`config.mk`:
```
export PLATFORM = sky130hd
export DESIGN_NAME = load_store_unit_flat
export DESIGN_NICKNAME = d
export VERILOG_FILES = /design/src/rtl/load_store_unit_if.sv /design/src/rtl/load_store_unit.sv /design/src/flat_wrapper.sv
export SDC_FILE = /design/constraint.sdc
export NUM_CORES = 1
export LEC_CHECK = 0
export ABC_CLOCK_PERIOD_IN_PS = 2950
export CAP_MARGIN = 40
export CELL_PAD_IN_SITES_DETAIL_PLACEMENT = 1
export CELL_PAD_IN_SITES_GLOBAL_PLACEMENT = 2
export CORE_AREA = 2 2 133 135
export CTS_BUF_LIST = sky130_fd_sc_hd__clkbuf_4 sky130_fd_sc_hd__clkbuf_8 sky130_fd_sc_hd__clkbuf_16
export DETAILED_ROUTE_END_ITERATION = 10
export DIE_AREA = 0 0 135 137
export DONT_BUFFER_PORTS = 1
export PLACE_DENSITY_LB_ADDON = 0.3
export SYNTH_ARGS = -nofsm -noshare
export SYNTH_HDL_FRONTEND = slang
export SYNTH_SLANG_ARGS = --single-unit
```
`constraint.sdc`:
```
create_clock -name clk -period 2.95 [get_ports clk]
set_input_delay 0.59 -clock clk [delete_from_list [all_inputs] [get_ports clk]]
set_output_delay 0.59 -clock clk [all_outputs]
set_load 0.01 [all_outputs]
```
`src/rtl/load_store_unit_if.sv`:
```
// Request, data-memory and response signals of the load/store unit.
// master = upstream/memory side (the environment), slave = the unit itself.
interface load_store_unit_if;
    logic        in_valid;
    logic        in_ready;
    logic [2:0]  op;
    logic [31:0] endereco;
    logic [31:0] dado_store;
    logic [4:0]  rd;
    logic [31:0] mem_posicao;
    logic [31:0] mem_dados;
    logic        mem_write;
    logic        mem_read;
    logic [31:0] mem_saida;
    logic        out_valid;
    logic        out_ready;
    logic [31:0] out_dado;
    logic [4:0]  out_rd;
    logic        out_is_load;
    logic        erro_alinh;
    logic        erro_faixa;

    modport master (
        output in_valid, op, endereco, dado_store, rd, mem_saida, out_ready,
        input  in_ready, mem_posicao, mem_dados, mem_write, mem_read,
               out_valid, out_dado, out_rd, out_is_load, erro_alinh, erro_faixa
    );

    modport slave (
        input  in_valid, op, endereco, dado_store, rd, mem_saida, out_ready,
        output in_ready, mem_posicao, mem_dados, mem_write, mem_read,
               out_valid, out_dado, out_rd, out_is_load, erro_alinh, erro_faixa
    );
endinterface

```
`src/rtl/load_store_unit.sv`:
```
// Load/store unit: one request at a time, byte/half stores done as
// read-modify-write on a word-wide data memory, result held until taken.
module load_store_unit #(
    parameter int MEM_WORDS = 64
) (
    input logic             clk,
    input logic             rst_n,
    load_store_unit_if.slave bus
);
    localparam logic [2:0] IDLE   = 3'd0;
    localparam logic [2:0] LOAD   = 3'd1;
    localparam logic [2:0] STORE  = 3'd2;
    localparam logic [2:0] RMW_RD = 3'd3;
    localparam logic [2:0] RMW_WR = 3'd4;
    localparam logic [2:0] RESP   = 3'd5;

    localparam logic [2:0] OP_LB  = 3'b000;
    localparam logic [2:0] OP_LH  = 3'b001;
    localparam logic [2:0] OP_LW  = 3'b010;
    localparam logic [2:0] OP_SB  = 3'b011;
    localparam logic [2:0] OP_LBU = 3'b100;
    localparam logic [2:0] OP_LHU = 3'b101;
    localparam logic [2:0] OP_SH  = 3'b110;
    localparam logic [2:0] OP_SW  = 3'b111;

    localparam logic [31:0] BYTE_RANGE = 32'(4 * MEM_WORDS);

    logic [2:0]  state_reg, state_next;
    logic [2:0]  op_reg;
    logic [31:0] endereco_reg;
    logic [31:0] dado_store_reg;
    logic [4:0]  rd_reg;
    logic [31:0] word_reg;
    logic [31:0] out_dado_reg;
    logic        out_is_load_reg;
    logic        erro_alinh_reg;
    logic        erro_faixa_reg;

    logic        in_is_load;
    logic        in_alinh;
    logic        in_faixa;
    logic [31:0] load_value;
    logic [31:0] merged_word;
    logic [31:0] byte_lane;
    logic [15:0] half_lane;

    // Decode the request currently on the input bus (used only on accept).
    always_comb begin
        in_is_load = !((bus.op == OP_SB) || (bus.op == OP_SH) || (bus.op == OP_SW));
        in_alinh   = (((bus.op == OP_LH) || (bus.op == OP_LHU) || (bus.op == OP_SH)) && bus.endereco[0])
                   || (((bus.op == OP_LW) || (bus.op == OP_SW)) && (bus.endereco[1:0] != 2'b00));
        in_faixa   = (bus.endereco >= BYTE_RANGE);
    end

    // Next-state: errors skip memory entirely; sub-word stores take the RMW path.
    always_comb begin
        state_next = state_reg;
        case (state_reg)
            IDLE: begin
                if (bus.in_valid) begin
                    if (in_alinh || in_faixa)     state_next = RESP;
                    else if (in_is_load)          state_next = LOAD;
                    else if (bus.op == OP_SW)     state_next = STORE;
                    else                          state_next = RMW_RD;
                end
            end
            LOAD:    state_next = RESP;
            STORE:   state_next = RESP;
            RMW_RD:  state_next = RMW_WR;
            RMW_WR:  state_next = RESP;
            RESP:    state_next = bus.out_ready ? IDLE : RESP;
            default: state_next = IDLE;
        endcase
    end

    // Little-endian lane extraction with sign/zero extension for loads.
    always_comb begin
        byte_lane = bus.mem_saida >> {endereco_reg[1:0], 3'b000};
        half_lane = endereco_reg[1] ? bus.mem_saida[31:16] : bus.mem_saida[15:0];
        case (op_reg)
            OP_LB:   load_value = {{24{byte_lane[7]}}, byte_lane[7:0]};
            OP_LBU:  load_value = {24'b0, byte_lane[7:0]};
            OP_LH:   load_value = {{16{half_lane[15]}}, half_lane};
            OP_LHU:  load_value = {16'b0, half_lane};
            default: load_value = bus.mem_saida;
        endcase
    end

    // Per-lane merge of the store data into the word read during RMW_RD.
    for (genvar gi = 0; gi < 4; gi++) begin : g_lane
        localparam logic [1:0] LANE = 2'(gi);
        logic       lane_hit;
        logic [7:0] store_byte;
        assign lane_hit   = (op_reg == OP_SB) ? (endereco_reg[1:0] == LANE)
                                              : (endereco_reg[1] == LANE[1]);
        assign store_byte = (op_reg == OP_SB) ? dado_store_reg[7:0]
                                              : dado_store_reg[8*(gi%2) +: 8];
        assign merged_word[8*gi +: 8] = lane_hit ? store_byte : word_reg[8*gi +: 8];
    end

    // State and datapath registers; reset clears everything immediately.
    always_ff @(posedge clk or negedge rst_n) begin
        if (!rst_n) begin
            state_reg       <= IDLE;
            op_reg          <= '0;
            endereco_reg    <= '0;
            dado_store_reg  <= '0;
            rd_reg          <= '0;
            word_reg        <= '0;
            out_dado_reg    <= '0;
            out_is_load_reg <= 1'b0;
            erro_alinh_reg  <= 1'b0;
            erro_faixa_reg  <= 1'b0;
        end else begin
            state_reg <= state_next;
            if ((state_reg == IDLE) && bus.in_valid) begin
                op_reg          <= bus.op;
                endereco_reg    <= bus.endereco;
                dado_store_reg  <= bus.dado_store;
                rd_reg          <= bus.rd;
                out_dado_reg    <= '0;
                out_is_load_reg <= in_is_load;
                erro_alinh_reg  <= in_alinh;
                erro_faixa_reg  <= in_faixa;
            end
            if (state_reg == LOAD)   out_dado_reg <= load_value;
            if (state_reg == RMW_RD) word_reg     <= bus.mem_saida;
        end
    end

    // Memory strobes and response outputs decoded from the current state.
    always_comb begin
        bus.in_ready    = (state_reg == IDLE);
        bus.out_valid   = (state_reg == RESP);
        bus.mem_read    = (state_reg == LOAD) || (state_reg == RMW_RD);
        bus.mem_write   = (state_reg == STORE) || (state_reg == RMW_WR);
        bus.mem_posicao = '0;
        if ((state_reg == LOAD) || (state_reg == STORE) ||
            (state_reg == RMW_RD) || (state_reg == RMW_WR))
            bus.mem_posicao = {2'b00, endereco_reg[31:2]};
        bus.mem_dados   = '0;
        if (state_reg == STORE)       bus.mem_dados = dado_store_reg;
        else if (state_reg == RMW_WR) bus.mem_dados = merged_word;
        bus.out_dado    = out_dado_reg;
        bus.out_rd      = rd_reg;
        bus.out_is_load = out_is_load_reg;
        bus.erro_alinh  = erro_alinh_reg;
        bus.erro_faixa  = erro_faixa_reg;
    end
endmodule
```
`src/flat_wrapper.sv`:
```
// flat-port wrapper written by rule: the top's interface ports become plain ports
module load_store_unit_flat 
#(
    parameter int MEM_WORDS = 64
)
  (clk, rst_n, bus_in_valid, bus_op, bus_endereco, bus_dado_store, bus_rd, bus_mem_saida, bus_out_ready, bus_in_ready, bus_mem_posicao, bus_mem_dados, bus_mem_write, bus_mem_read, bus_out_valid, bus_out_dado, bus_out_rd, bus_out_is_load, bus_erro_alinh, bus_erro_faixa);
  load_store_unit_if bus_i ();
  input logic clk;
  input logic rst_n;
  input wire logic [$bits(bus_i.in_valid)-1:0] bus_in_valid;
  input wire logic [$bits(bus_i.op)-1:0] bus_op;
  input wire logic [$bits(bus_i.endereco)-1:0] bus_endereco;
  input wire logic [$bits(bus_i.dado_store)-1:0] bus_dado_store;
  input wire logic [$bits(bus_i.rd)-1:0] bus_rd;
  input wire logic [$bits(bus_i.mem_saida)-1:0] bus_mem_saida;
  input wire logic [$bits(bus_i.out_ready)-1:0] bus_out_ready;
  output wire logic [$bits(bus_i.in_ready)-1:0] bus_in_ready;
  output wire logic [$bits(bus_i.mem_posicao)-1:0] bus_mem_posicao;
  output wire logic [$bits(bus_i.mem_dados)-1:0] bus_mem_dados;
  output wire logic [$bits(bus_i.mem_write)-1:0] bus_mem_write;
  output wire logic [$bits(bus_i.mem_read)-1:0] bus_mem_read;
  output wire logic [$bits(bus_i.out_valid)-1:0] bus_out_valid;
  output wire logic [$bits(bus_i.out_dado)-1:0] bus_out_dado;
  output wire logic [$bits(bus_i.out_rd)-1:0] bus_out_rd;
  output wire logic [$bits(bus_i.out_is_load)-1:0] bus_out_is_load;
  output wire logic [$bits(bus_i.erro_alinh)-1:0] bus_erro_alinh;
  output wire logic [$bits(bus_i.erro_faixa)-1:0] bus_erro_faixa;
  assign bus_i.in_valid = bus_in_valid;
  assign bus_i.op = bus_op;
  assign bus_i.endereco = bus_endereco;
  assign bus_i.dado_store = bus_dado_store;
  assign bus_i.rd = bus_rd;
  assign bus_i.mem_saida = bus_mem_saida;
  assign bus_i.out_ready = bus_out_ready;
  assign bus_in_ready = bus_i.in_ready;
  assign bus_mem_posicao = bus_i.mem_posicao;
  assign bus_mem_dados = bus_i.mem_dados;
  assign bus_mem_write = bus_i.mem_write;
  assign bus_mem_read = bus_i.mem_read;
  assign bus_out_valid = bus_i.out_valid;
  assign bus_out_dado = bus_i.out_dado;
  assign bus_out_rd = bus_i.out_rd;
  assign bus_out_is_load = bus_i.out_is_load;
  assign bus_erro_alinh = bus_i.erro_alinh;
  assign bus_erro_faixa = bus_i.erro_faixa;
  load_store_unit #(.MEM_WORDS(MEM_WORDS)) u_core (.clk(clk), .rst_n(rst_n), .bus(bus_i));
endmodule
```
==> results.py <==
metrics = {
    "status": {
        "status": "complete, but fails checks",
        "violations": "hold timing",
    },
    "timing": {
        "slew_violations": 0,
        "min_period_ns": 2.89,
        "setup_viol_count_final": 0,
        "finalHoldWorstSlack_ns": -0.131,
        "worst-slew-pin-transition_ns": 0.735,
        "fin_worst_skew_ns": 0.00757,
        "grt_setup_unrepaired": "no",
        "setup-tns-final_ns": 0,
        "maxSlewHeadroom_pct": 51.0,
        "fin_crit_sh_pct": 97.8,
        "hold_viol": 142,
        "fmax_mhz": 346,
    },
    "floorplanning": {
        "io_pins": 216,
        "die_y_um": 137,
        "die-width_um": 135,
        "core_um2": 17100,
        "initial_core_util_pct": 40.4,
        "rows": 48,
        "die_area_um2": 18500,
    },
    "layout": {
        "num-fill-cells": 1936,
        "syn2layout_area_growth_pct": 12.4,
        "fin_nets": 820,
        "antenna_cells": 0,
        "drive_gt1_share_pct": 15.6,
    },
    "worst_hold_path": {
        "hp-class": "in2async",
    },
    "clock_tree": {
        "cts_tree": "done",
        "cts_max_level": 4,
        "cts.clk_slew.worst_paths_ns": 0.06,
        "numCtsBuffers": 17,
        "clkSinkCount": 142,
        "worstSkewPairLatency_ns": 0.42,
        "clock_path_buffers": 2,
        "cts-root-buf": "clkbuf_16",
    },
    "grt": {
        "antenna_found_initial": 0,
        "grt_pass1_wl_mm": 33.7,
        "grt.total_usage_pct": 24.2,
        "grt_pass1_vias": 5868,
        "gr-total-overflow": 0,
        "grt_start_max_net_pins": 143,
    },
    "synthesis": {
        "synthArstFlopShare_pct": 100,
        "synth-edff-count": 0,
        "netlist_instances": 720,
        "ys_seq_area_share_pct": 51.6,
        "yosys_warnings": 0,
        "ys_dominant_reg_cell": "dfrtp_1",
        "synth_seq_cells": 142,
        "synth_area_um2": 6880,
        "syn_avg_cell_area_um2": 9.56,
        "ys_types": 48,
    },
    "placement": {
        "hpwl_mm": 15.7,
        "place.gp.congestion": 0.895,
        "io_buffers": 0,
    },
    "power": {
        "vdd_drop_max_mv": 0.473,
        "p_leak_nw": 3.69,
        "power_density_nw_per_um2": 1040,
    },
    "worst_setup_path": {
        "crit_required_ns": 2.36,
        "reg2reg_depth": 5,
        "cp_max_fo": 13,
        "r2r_end": "u_core.bus.out_dado[12]",
        "crit_type": "reg2out",
        "crit_arrival_ns": 2.30,
        "r2r-start": "u_core.endereco_reg[1]",
        "cp-end-kind": "primary output",
        "r2r_slack_ns": 0.73,
        "cp-start-kind": "register",
    },
    "drt": {
        "via_count": 5410,
        "final_antenna_net_count": 0,
        "wl_per_cell_um": 23.0,
        "avgViaCountPerCell": 5.70,
        "drtIter0Drc": 242,
        "drcViolationCount": 0,
        "firstDrtPassIters": 5,
        "routed_wl_mm": 21.8,
    },
    "flow_run": {
        "maxCapViolCount": 0,
    },
}
[cell type report]
cell class                 count  area (um2)  area share, %
multi-input combinational    523        3100           40.0
sequential                   142        3550           45.9
timing repair buffer          22         190           2.46
clock buffer                  19         447           5.77
clock inverter                12         145           1.88
tap                          225         282           3.64
inverter                       6        22.5          0.291
[repair_timing]
item                                    CTS  global route
endpoints found under the hold margin   142           142
buffers inserted                          0             0
endpoints found under the setup margin    3             8
resized for setup                         1             1
[per-stage QoR]
step	cells	setup slack [ns]	power, mW	area, um2	util [%]
finish	949	0.0636	8.04	7730	45.3
global route	949	0.00488	8.57	7730	45.3
CTS	949	0.00914	8.12	7730	45.3
detailed placement	918	0.404	5.89	7130	41.8
global placement	918	0.459	5.75	7130	41.8
floorplan	721	0.673	5.11	6890	-
[cell usage after synthesis (2+ instances only)]
library cell  instances  share of area [%]
a21oi_1               5               0.36
nor3_1                2               0.15
and2_1               33                3.0
or3_1                 3               0.27
o22ai_1               2               0.18
inv_1                 6               0.33
o21ai_0              28                2.0
dfrtp_1             142                 52
a31oi_1               2               0.18
nor2b_1               6               0.55
mux2i_1              22                3.2
and3_1                2               0.18
mux4_2                2               0.65
buf_4                 3               0.33
o21ai_1               7               0.51
nor4_1                6               0.55
a22o_1               11                1.4
nand2_1             253                 14
mux2_2               38                6.2
a221oi_1              2               0.25
a22oi_1               8               0.87
a221o_1              17                2.5
clkbuf_1             24                1.3
nor2_1               22                1.2
a221o_2               8                1.3
nand2b_1             16                1.5
buf_2                20                1.5
a32o_1                8                1.2
o21a_1                3               0.33
[worst max-delay path by stage]
| stage | start | end | slack, ns | depth (start not counted) |
|---|---|---|---|---|
| after CTS | u_core.state_reg[1] | bus_mem_dados[15] | 0.009 | 4 |
| final | u_core.state_reg[1] | bus_mem_dados[7] | 0.06 | 3 |
| after global placement | u_core.state_reg[1] | bus_mem_dados[31] | 0.46 | 3 |
| after global routing | u_core.state_reg[1] | bus_mem_dados[31] | 0.005 | 3 |
| after floorplan | u_core.state_reg[1] | bus_mem_dados[30] | 0.67 | 5 |
| after detailed placement | u_core.state_reg[1] | bus_mem_dados[31] | 0.40 | 3 |
[placed cells by master, fill, tap and decap left out, types with 2 or more instances in the layout]
cell / netlist / final
a22o_1: 11 / 11
a221o_2: 8 / 8
conb_1: 1 / 2
nand2b_1: 16 / 16
and2_1: 33 / 32
clkinv_2: 0 / 6
nand2_1: 253 / 252
a221oi_1: 2 / 2
a32o_1: 8 / 8
nor2b_1: 6 / 6
mux4_2: 2 / 2
a21oi_1: 5 / 5
o21ai_1: 7 / 7
mux2i_1: 22 / 22
nor4_1: 6 / 6
mux2_2: 38 / 38
clkinv_4: 0 / 2
or3_4: 0 / 2
buf_4: 3 / 20
nor3_1: 2 / 2
a221o_1: 17 / 17
a22oi_1: 8 / 8
clkbuf_16: 0 / 17
o22ai_1: 2 / 2
buf_12: 0 / 2
o21a_1: 3 / 3
o21ai_0: 28 / 27
a31oi_1: 2 / 2
dfrtp_1: 142 / 142
inv_1: 6 / 6
nor2_1: 22 / 22
and3_1: 2 / 2
bufinv_16: 0 / 3
[where the power goes]
part	leakage (nW)	total (mW)	switching, mW	internal [mW]
Clock	0.296	2.17	0.821	1.35
Sequential	1.74	3.33	0.684	2.65
Combinational	1.65	2.54	1.51	1.03
Total	3.69	8.04	3.01	5.03
[logic make-up after synthesis]
kind of cell           Yosys count  share of synthesized area (%)
other                            1                         0.0545
multiplexers                    62                           10.1
AO/OA/AOI/OAI                  107                           12.3
AND/OR/NAND/NOR                352                           22.3
flip-flops                     142                           51.6
buffers and inverters           56                           3.71
[worst max-delay path, stage by stage, from the launching register on]
cell     delay [ns]
dfrtp_1        0.49
or3b_4         0.54
o31ai_4        0.54
a22o_1         0.31
[metal layers]
metal	vias to the layer above	global-route usage, %	share of wire, %	wire, um
met2	201	42.2	51	11100
met5	-	0	0	0
met3	32	8.15	8.1	1760
met4	0	8.74	2.2	486
li1	2418	-	-	-
met1	2759	27.9	39	8480
No activity file was read; power rests on OpenSTA's default activity.
